$ cat config.mk
export PLATFORM = sky130hd
export DESIGN_NAME = lcd_text_engine_flat
export DESIGN_NICKNAME = d
export VERILOG_FILES = /design/src/rtl/lcd_text_engine_if.sv /design/src/rtl/lcd_text_engine.sv /design/src/flat_wrapper.sv
export SDC_FILE = /design/constraint.sdc
export NUM_CORES = 1
export LEC_CHECK = 0
export ABC_AREA = 1
export CAP_MARGIN = 20
export CORE_AREA = 3 3 88 132
export DETAILED_ROUTE_END_ITERATION = 10
export DIE_AREA = 0 0 91 135
export PLACE_DENSITY_LB_ADDON = 0.15
export SLEW_MARGIN = 30
export SYNTH_ARGS = -nofsm -noshare
export SYNTH_HDL_FRONTEND = slang
export SYNTH_SLANG_ARGS = --single-unit
$ cat constraint.sdc
create_clock -name clk -period 5.8 [get_ports clk]
set_clock_uncertainty 0.2 [all_clocks]
set_input_delay 1.16 -clock clk [delete_from_list [all_inputs] [get_ports clk]]
set_output_delay 1.16 -clock clk [all_outputs]
set_load 0.02 [all_outputs]
$ cat src/rtl/lcd_text_engine_if.sv
// lcd_text_engine_if: op request handshake plus the byte/strobe/busy link to the LCD controller.
interface lcd_text_engine_if;
  logic       req_valid;
  logic       req_ready;
  logic [1:0] req_op;
  logic [7:0] req_data;
  logic [7:0] lcd_data;
  logic       lcd_write;
  logic       lcd_cmd_data;
  logic       lcd_busy;
  modport master (output req_valid, req_op, req_data, lcd_busy,
                  input  req_ready, lcd_data, lcd_write, lcd_cmd_data);
  modport slave  (input  req_valid, req_op, req_data, lcd_busy,
                  output req_ready, lcd_data, lcd_write, lcd_cmd_data);
endinterface

$ cat src/rtl/lcd_text_engine.sv
// lcd_text_engine: FIFO-buffered text front-end for an HD44780-class LCD with cursor tracking and line wrap.
// Optional LCD_TEXT_CRLF_EN: CHAR 0x0A/0x0D act as newline/carriage return instead of glyphs.
module lcd_text_engine #(
  parameter int COLS       = 16,
  parameter int ROWS       = 2,
  parameter int FIFO_DEPTH = 8
) (
  input  logic                                clk,
  input  logic                                rst_n,
  lcd_text_engine_if.slave                    bus,
  output logic [$clog2(COLS)-1:0]             cursor_col,
  output logic [(ROWS > 1 ? $clog2(ROWS) : 1)-1:0] cursor_row,
  output logic [$clog2(FIFO_DEPTH):0]         fifo_level,
  output logic                                idle
);
  localparam int CW = $clog2(COLS);
  localparam int RW = ROWS > 1 ? $clog2(ROWS) : 1;
  localparam int AW = $clog2(FIFO_DEPTH);
  localparam logic [1:0] OP_CHAR = 2'd0, OP_SETPOS = 2'd1, OP_CLEAR = 2'd2;
  typedef enum logic [2:0] {IDLE, POP, ADDR, SEND, GUARD, WAIT} state_t;
  state_t          state_q, state_d;
  logic [9:0]      mem_q [FIFO_DEPTH];
  logic [AW-1:0]   wp_q, rp_q;
  logic [AW:0]     cnt_q;
  logic [1:0]      op_q, hop;
  logic [7:0]      dat_q, hdat, lcd_data;
  logic [CW-1:0]   col_q, col_d, scol;
  logic [RW-1:0]   row_q, row_d, srow, nrow;
  logic            repos_q, repos_d;
  logic            push, pop, empty, pos_ok, nl, cr, lcd_write, lcd_cmd_data;
  function automatic logic [7:0] addr_of(logic [RW-1:0] r, logic [CW-1:0] c);
    return (r[0] ? 8'h40 : 8'h00) + (32'(r) >= 2 ? 8'(COLS) : 8'h00) + 8'(c);
  endfunction
  assign {hop, hdat}      = mem_q[rp_q];
  assign empty            = cnt_q == '0;
  assign bus.req_ready    = cnt_q != (AW+1)'(FIFO_DEPTH);
  assign push             = bus.req_valid && bus.req_ready;
  assign pop              = state_q == POP;
  assign pos_ok           = 32'(hdat) < COLS * ROWS;
  assign scol             = CW'(32'(dat_q) % COLS);
  assign srow             = RW'(32'(dat_q) / COLS);
  assign nrow             = row_q == RW'(ROWS - 1) ? '0 : row_q + 1'b1;
  assign bus.lcd_data     = lcd_data;
  assign bus.lcd_write    = lcd_write;
  assign bus.lcd_cmd_data = lcd_cmd_data;
  assign cursor_col       = col_q;
  assign cursor_row       = row_q;
  assign fifo_level       = cnt_q;
  assign idle             = empty && state_q == IDLE && !repos_q;
`ifdef LCD_TEXT_CRLF_EN
  assign nl = hop == OP_CHAR && hdat == 8'h0A;
  assign cr = hop == OP_CHAR && hdat == 8'h0D;
`else
  assign nl = 1'b0;
  assign cr = 1'b0;
`endif
  always_comb begin
    state_d      = state_q;
    col_d        = col_q;
    row_d        = row_q;
    repos_d      = repos_q;
    lcd_write    = 1'b0;
    lcd_cmd_data = 1'b0;
    lcd_data     = 8'h00;
    case (state_q)
      IDLE:  state_d = bus.lcd_busy ? IDLE : repos_q ? ADDR : empty ? IDLE : POP;
      POP: begin
        state_d = (hop == OP_SETPOS && !pos_ok) || nl || cr ? IDLE : SEND;
        col_d   = nl || cr ? '0 : col_q;
        row_d   = nl ? nrow : row_q;
        repos_d = repos_q || nl || cr;
      end
      ADDR: begin
        lcd_write = 1'b1;
        lcd_data  = 8'h80 | addr_of(row_q, col_q);
        repos_d   = 1'b0;
        state_d   = GUARD;
      end
      SEND: begin
        lcd_write = 1'b1;
        state_d   = GUARD;
        if (op_q == OP_CHAR) begin
          lcd_cmd_data = 1'b1;
          lcd_data     = dat_q;
          col_d        = col_q == CW'(COLS - 1) ? '0 : col_q + 1'b1;
          row_d        = col_q == CW'(COLS - 1) ? nrow : row_q;
          repos_d      = col_q == CW'(COLS - 1);
        end else if (op_q == OP_SETPOS) begin
          lcd_data = 8'h80 | addr_of(srow, scol);
          col_d    = scol;
          row_d    = srow;
        end else begin
          lcd_data = op_q == OP_CLEAR ? 8'h01 : 8'h02;
          col_d    = '0;
          row_d    = '0;
          repos_d  = 1'b0;
        end
      end
      GUARD:   state_d = WAIT;
      WAIT:    state_d = bus.lcd_busy ? WAIT : IDLE;
      default: state_d = IDLE;
    endcase
  end
  always_ff @(posedge clk)
    if (push) mem_q[wp_q] <= {bus.req_op, bus.req_data};
  always_ff @(posedge clk) begin
    if (!rst_n) begin
      state_q <= IDLE;
      wp_q    <= '0;
      rp_q    <= '0;
      cnt_q   <= '0;
      col_q   <= '0;
      row_q   <= '0;
      repos_q <= 1'b0;
      op_q    <= '0;
      dat_q   <= '0;
    end else begin
      state_q <= state_d;
      col_q   <= col_d;
      row_q   <= row_d;
      repos_q <= repos_d;
      cnt_q   <= cnt_q + (AW+1)'(push) - (AW+1)'(pop);
      if (push) wp_q <= wp_q + 1'b1;
      if (pop) begin
        rp_q  <= rp_q + 1'b1;
        op_q  <= hop;
        dat_q <= hdat;
      end
    end
  end
endmodule

$ cat src/flat_wrapper.sv
// flat-port wrapper written by rule: the top's interface ports become plain ports
module lcd_text_engine_flat 
#(
  parameter int COLS       = 16,
  parameter int ROWS       = 2,
  parameter int FIFO_DEPTH = 8
)
  (clk, rst_n, cursor_col, cursor_row, fifo_level, idle, bus_req_valid, bus_req_op, bus_req_data, bus_lcd_busy, bus_req_ready, bus_lcd_data, bus_lcd_write, bus_lcd_cmd_data);
  lcd_text_engine_if bus_i ();
  input  logic clk;
  input  logic rst_n;
  output logic [$clog2(COLS)-1:0] cursor_col;
  output logic [(ROWS > 1 ? $clog2(ROWS) : 1)-1:0] cursor_row;
  output logic [$clog2(FIFO_DEPTH):0] fifo_level;
  output logic idle;
  input wire logic [$bits(bus_i.req_valid)-1:0] bus_req_valid;
  input wire logic [$bits(bus_i.req_op)-1:0] bus_req_op;
  input wire logic [$bits(bus_i.req_data)-1:0] bus_req_data;
  input wire logic [$bits(bus_i.lcd_busy)-1:0] bus_lcd_busy;
  output wire logic [$bits(bus_i.req_ready)-1:0] bus_req_ready;
  output wire logic [$bits(bus_i.lcd_data)-1:0] bus_lcd_data;
  output wire logic [$bits(bus_i.lcd_write)-1:0] bus_lcd_write;
  output wire logic [$bits(bus_i.lcd_cmd_data)-1:0] bus_lcd_cmd_data;
  assign bus_i.req_valid = bus_req_valid;
  assign bus_i.req_op = bus_req_op;
  assign bus_i.req_data = bus_req_data;
  assign bus_i.lcd_busy = bus_lcd_busy;
  assign bus_req_ready = bus_i.req_ready;
  assign bus_lcd_data = bus_i.lcd_data;
  assign bus_lcd_write = bus_i.lcd_write;
  assign bus_lcd_cmd_data = bus_i.lcd_cmd_data;
  lcd_text_engine #(.COLS(COLS), .ROWS(ROWS), .FIFO_DEPTH(FIFO_DEPTH)) u_core (.clk(clk), .rst_n(rst_n), .bus(bus_i), .cursor_col(cursor_col), .cursor_row(cursor_row), .fifo_level(fifo_level), .idle(idle));
endmodule
==> qor.json <==
{
  "detail_route.wl_per_cell": {"value": 16.1, "unit": "um"},
  "first_pass_grt_wire_length": {"value": 16600, "unit": "um"},
  "slew_violations": {"value": 0},
  "timing.final.crit_period": {"value": 3.58, "unit": "ns"},
  "vias_post_dr": {"value": 3256},
  "port_buffers": {"value": 34},
  "setup-tns-final": {"value": 0, "unit": "ns"},
  "post-route-period-util": {"value": 61.7, "unit": "%"},
  "synth_cell_type_count": {"value": 27},
  "drt-pass1-iter-count": {"value": 4},
  "post_cts_buffers": {"value": 0},
  "hold_class": {"value": "reg -> reg"},
  "crit_type": {"value": "reg -> out"},
  "synth-seq-area-share": {"value": 64.3, "unit": "%"},
  "synth_nets": {"value": 494},
  "critPathCaptureType": {"value": "primary output"},
  "initial_core_util": {"value": 44.7, "unit": "%"},
  "drc": {"value": 0},
  "cts-htree-levels": {"value": 3},
  "grt_pass1_vias": {"value": 3172},
  "peakVddDrop": {"value": 0.182, "unit": "mV"},
  "worst-endpoint-required": {"value": 4.44, "unit": "ns"},
  "detail-route-antenna-nets": {"value": 0},
  "syn-mean-instance-area": {"value": 10.1, "unit": "um2"},
  "met1_length": {"value": 4320, "unit": "um"},
  "detailed_place_hpwl": {"value": 7710, "unit": "um"},
  "place_congestion": {"value": 0.868},
  "floorplan.io_pins": {"value": 35},
  "p_per_area": {"value": 434, "unit": "mW/mm2"},
  "total_leakage_power": {"value": 2.06, "unit": "nW"},
  "insertedDiodeCount": {"value": 0},
  "floorplan.die_area": {"value": 0.0123, "unit": "mm2"},
  "rsz0062_at_grt": {"value": "false"},
  "root_buffer": {"value": "clkbuf_16"},
  "worst_skew_pair.late_latency": {"value": 0.34, "unit": "ns"},
  "cap_violations": {"value": 0},
  "avgViaCountPerCell": {"value": 5.01},
  "yosys_warnings": {"value": 0},
  "cts_tree": {"value": "built"},
  "maximum_number_of_pins_on_one_net_before_global_route_repair": {"value": 42},
  "route.met2.wl": {"value": 5370, "unit": "um"},
  "initialDrtViolationCount": {"value": 149},
  "final-seq-area": {"value": 0.00304, "unit": "mm2"},
  "setup_viol": {"value": 0},
  "placed_area": {"value": 0.00519, "unit": "mm2"},
  "cp.arrival": {"value": 2.22, "unit": "ns"},
  "sw_frac_of_total": {"value": 34.0, "unit": "%"},
  "tightestPinTransition": {"value": 0.811, "unit": "ns"},
  "seq_power_share": {"value": 42.0, "unit": "%"},
  "tritoncts_num_sinks": {"value": 112},
  "power.switching": {"value": 0.000812, "unit": "W"},
  "cts_hold_repair.buffers": {"value": 0},
  "hold_viol": {"value": 0},
  "run_status": {"value": "finished, final reports clean"},
  "tritoncts.num_buffers": {"value": 9},
  "worstSetupStartpointType": {"value": "flip-flop"},
  "wl_met3": {"value": 393, "unit": "um"},
  "multi_input_area": {"value": 0.00141, "unit": "mm2"},
  "max_freq": {"value": 0.279, "unit": "GHz"},
  "die_height": {"value": 135, "unit": "um"},
  "grt_antenna_before_repair": {"value": 0},
  "cts.path.max_buffers": {"value": 2},
  "finalWirelength": {"value": 10500, "unit": "um"},
  "globalRoute.totalOverflow": {"value": 0},
  "postSynthRegisterBits": {"value": 112},
  "cts_resized": {"value": 0},
  "gate_count_post_synth": {"value": 470},
  "final_net_count": {"value": 525},
  "topRoutingLayerUsed": {"value": "met4"},
  "synthesis.area": {"value": 0.00473, "unit": "mm2"},
  "drive_above_1_share": {"value": 4.55, "unit": "%"},
  "combinational_share_of_power": {"value": 31.1, "unit": "%"},
  "postLayoutCellArea": {"value": 0.00550, "unit": "mm2"},
  "place.detailed.instances": {"value": 634},
  "area.growth.synth_to_final": {"value": 16.2, "unit": "%"},
  "maxSlewHeadroom": {"value": 45.7, "unit": "%"},
  "cts.clk_slew.worst_paths": {"value": 0.07, "unit": "ns"},
  "nFillCells": {"value": 985},
  "area_inside_the_core_boundary": {"value": 0.0106, "unit": "mm2"},
  "finalNonFillerCells": {"value": 650},
  "std_cell_rows": {"value": 46},
  "power_frac_clock": {"value": 26.9, "unit": "%"},
  "power_report.internal_total": {"value": 0.00158, "unit": "W"},
  "die_width": {"value": 91, "unit": "um"},
  "grt_util_all_layers": {"value": 17.8, "unit": "%"},
  "critical_path_peak_fanout": {"value": 9}
}
registers in the layout (all words and copies together), names as in the netlist, named ones only:
| register | count |
|---|---|
| u_core.mem_q | 80 |
| u_core.dat_q | 8 |
| u_core.cursor_col | 4 |
| u_core.fifo_level | 4 |
| u_core.rp_q | 3 |
| u_core.state_q | 3 |
| u_core.wp_q | 3 |
| u_core.op_q | 2 |
| u_core.cursor_row | 1 |
| u_core.repos_q | 1 |
synthesized netlist by cell type:
cell / n / area [um2]
clkbuf_1: 5 / 18.8
fa_1: 1 / 20.0
nor2_4: 1 / 11.3
o21ai_0: 34 / 170
buf_2: 9 / 45.0
nor3_1: 2 / 10.0
o211ai_1: 13 / 97.6
nand2_2: 1 / 6.26
ha_1: 9 / 113
a21oi_1: 18 / 90.1
inv_2: 3 / 11.3
xor2_1: 3 / 26.3
a31oi_1: 5 / 31.3
nand3_1: 30 / 150
dfxtp_1: 32 / 641
nand2_1: 103 / 387
a211oi_1: 1 / 7.51
nor2_2: 1 / 6.26
edfxtp_1: 80 / 2400
nor2_1: 55 / 206
inv_1: 50 / 188
or2_2: 1 / 6.26
a32o_1: 2 / 20.0
buf_4: 2 / 15.0
a221oi_1: 1 / 8.76
o22ai_1: 6 / 37.5
clkinv_1: 2 / 7.51
layout by cell type (no fill, tap or decap), types with 2 or more instances in the layout:
| cell | instances |
|---|---|
| nand3_1 | 30 |
| dfxtp_1 | 32 |
| a31oi_1 | 5 |
| a32o_1 | 2 |
| nor2_1 | 55 |
| clkdlybuf4s50_1 | 34 |
| nor3_1 | 2 |
| clkinv_1 | 3 |
| bufinv_16 | 2 |
| ha_1 | 9 |
| o21ai_0 | 34 |
| edfxtp_1 | 80 |
| xor2_1 | 3 |
| o22ai_1 | 6 |
| clkinv_2 | 2 |
| inv_1 | 50 |
| inv_2 | 3 |
| a21oi_1 | 18 |
| buf_4 | 2 |
| o211ai_1 | 13 |
| nand2_1 | 103 |
| clkbuf_16 | 9 |
worst max-delay path: stages, from the launching register on:
cell,delay [ns]
dfxtp_1,0.36
nand2_1,0.15
nor2_4,0.22
inv_2,0.12
nor2_2,0.23
nand2_1,0.09
o211ai_1,0.08
clkdlybuf4s50_1,0.62
path summary, 6_finish.rpt:
check | startpoint | to | depth (start not counted) | slack (ns)
max | u_core.state_q[1]$_SDFF_PN0_ | bus_lcd_data[6] | 7 | 2.22
min | u_core.rp_q[2]$_SDFFE_PN0P_ | u_core.rp_q[2]$_SDFFE_PN0P_ | 1 | 0.26
max reg2reg | u_core.state_q[1]$_SDFF_PN0_ | u_core.fifo_level[2]$_SDFF_PN0_ | 10 | 3.13
min reg2reg | u_core.rp_q[2]$_SDFFE_PN0P_ | u_core.rp_q[2]$_SDFFE_PN0P_ | 1 | 0.26
area by class of cell:
cell class,count,area share (%)
tap,144,3.27
clock inverter,6,1.50
timing repair buffer,36,6.46
sequential,112,55.3
multi-input combinational,287,25.5
inverter,55,3.75
clock buffer,10,4.16
kinds of logic after synthesis:
family,count (synthesis),share of synthesized area (%)
compound gates,80,9.78
xor+xnor,3,0.555
fa+ha+maj,10,2.80
buf+inv,71,6.03
flops,112,64.3
simple gates,194,16.5
power by group through the flow:
stage / sequential, W / clock, W / combinational [W]
final: 0.00100 / 0.000642 / 0.000742
after detailed placement: 0.00102 / 0 / 0.000750
after floorplan: 0.00103 / 0 / 0.000508
after CTS: 0.00100 / 0.000655 / 0.000753
after global placement: 0.00102 / 0 / 0.000741
after global routing: 0.00102 / 0.000686 / 0.000837
metal layers:
layer / GRT usage [%] / vias up
met5: 0 / -
met4: 9.31 / 0
met3: 3.51 / 22
met2: 31.7 / 70
met1: 20.1 / 1516
li1: - / 1648
through the flow:
| step | power, W | hold WS (ns) | util, % | setup slack, ns |
|---|---|---|---|---|
| after floorplan | 0.00153 | 0.212 | - | 3.06 |
| after global placement | 0.00176 | 0.237 | 49.0 | 2.53 |
| after detailed placement | 0.00177 | 0.245 | 49.0 | 2.46 |
| after CTS | 0.00241 | 0.259 | 51.9 | 2.22 |
| after global routing | 0.00254 | 0.294 | 51.9 | 2.09 |
| final | 0.00239 | 0.259 | 51.9 | 2.22 |
(Power assumes the default switching activity.)
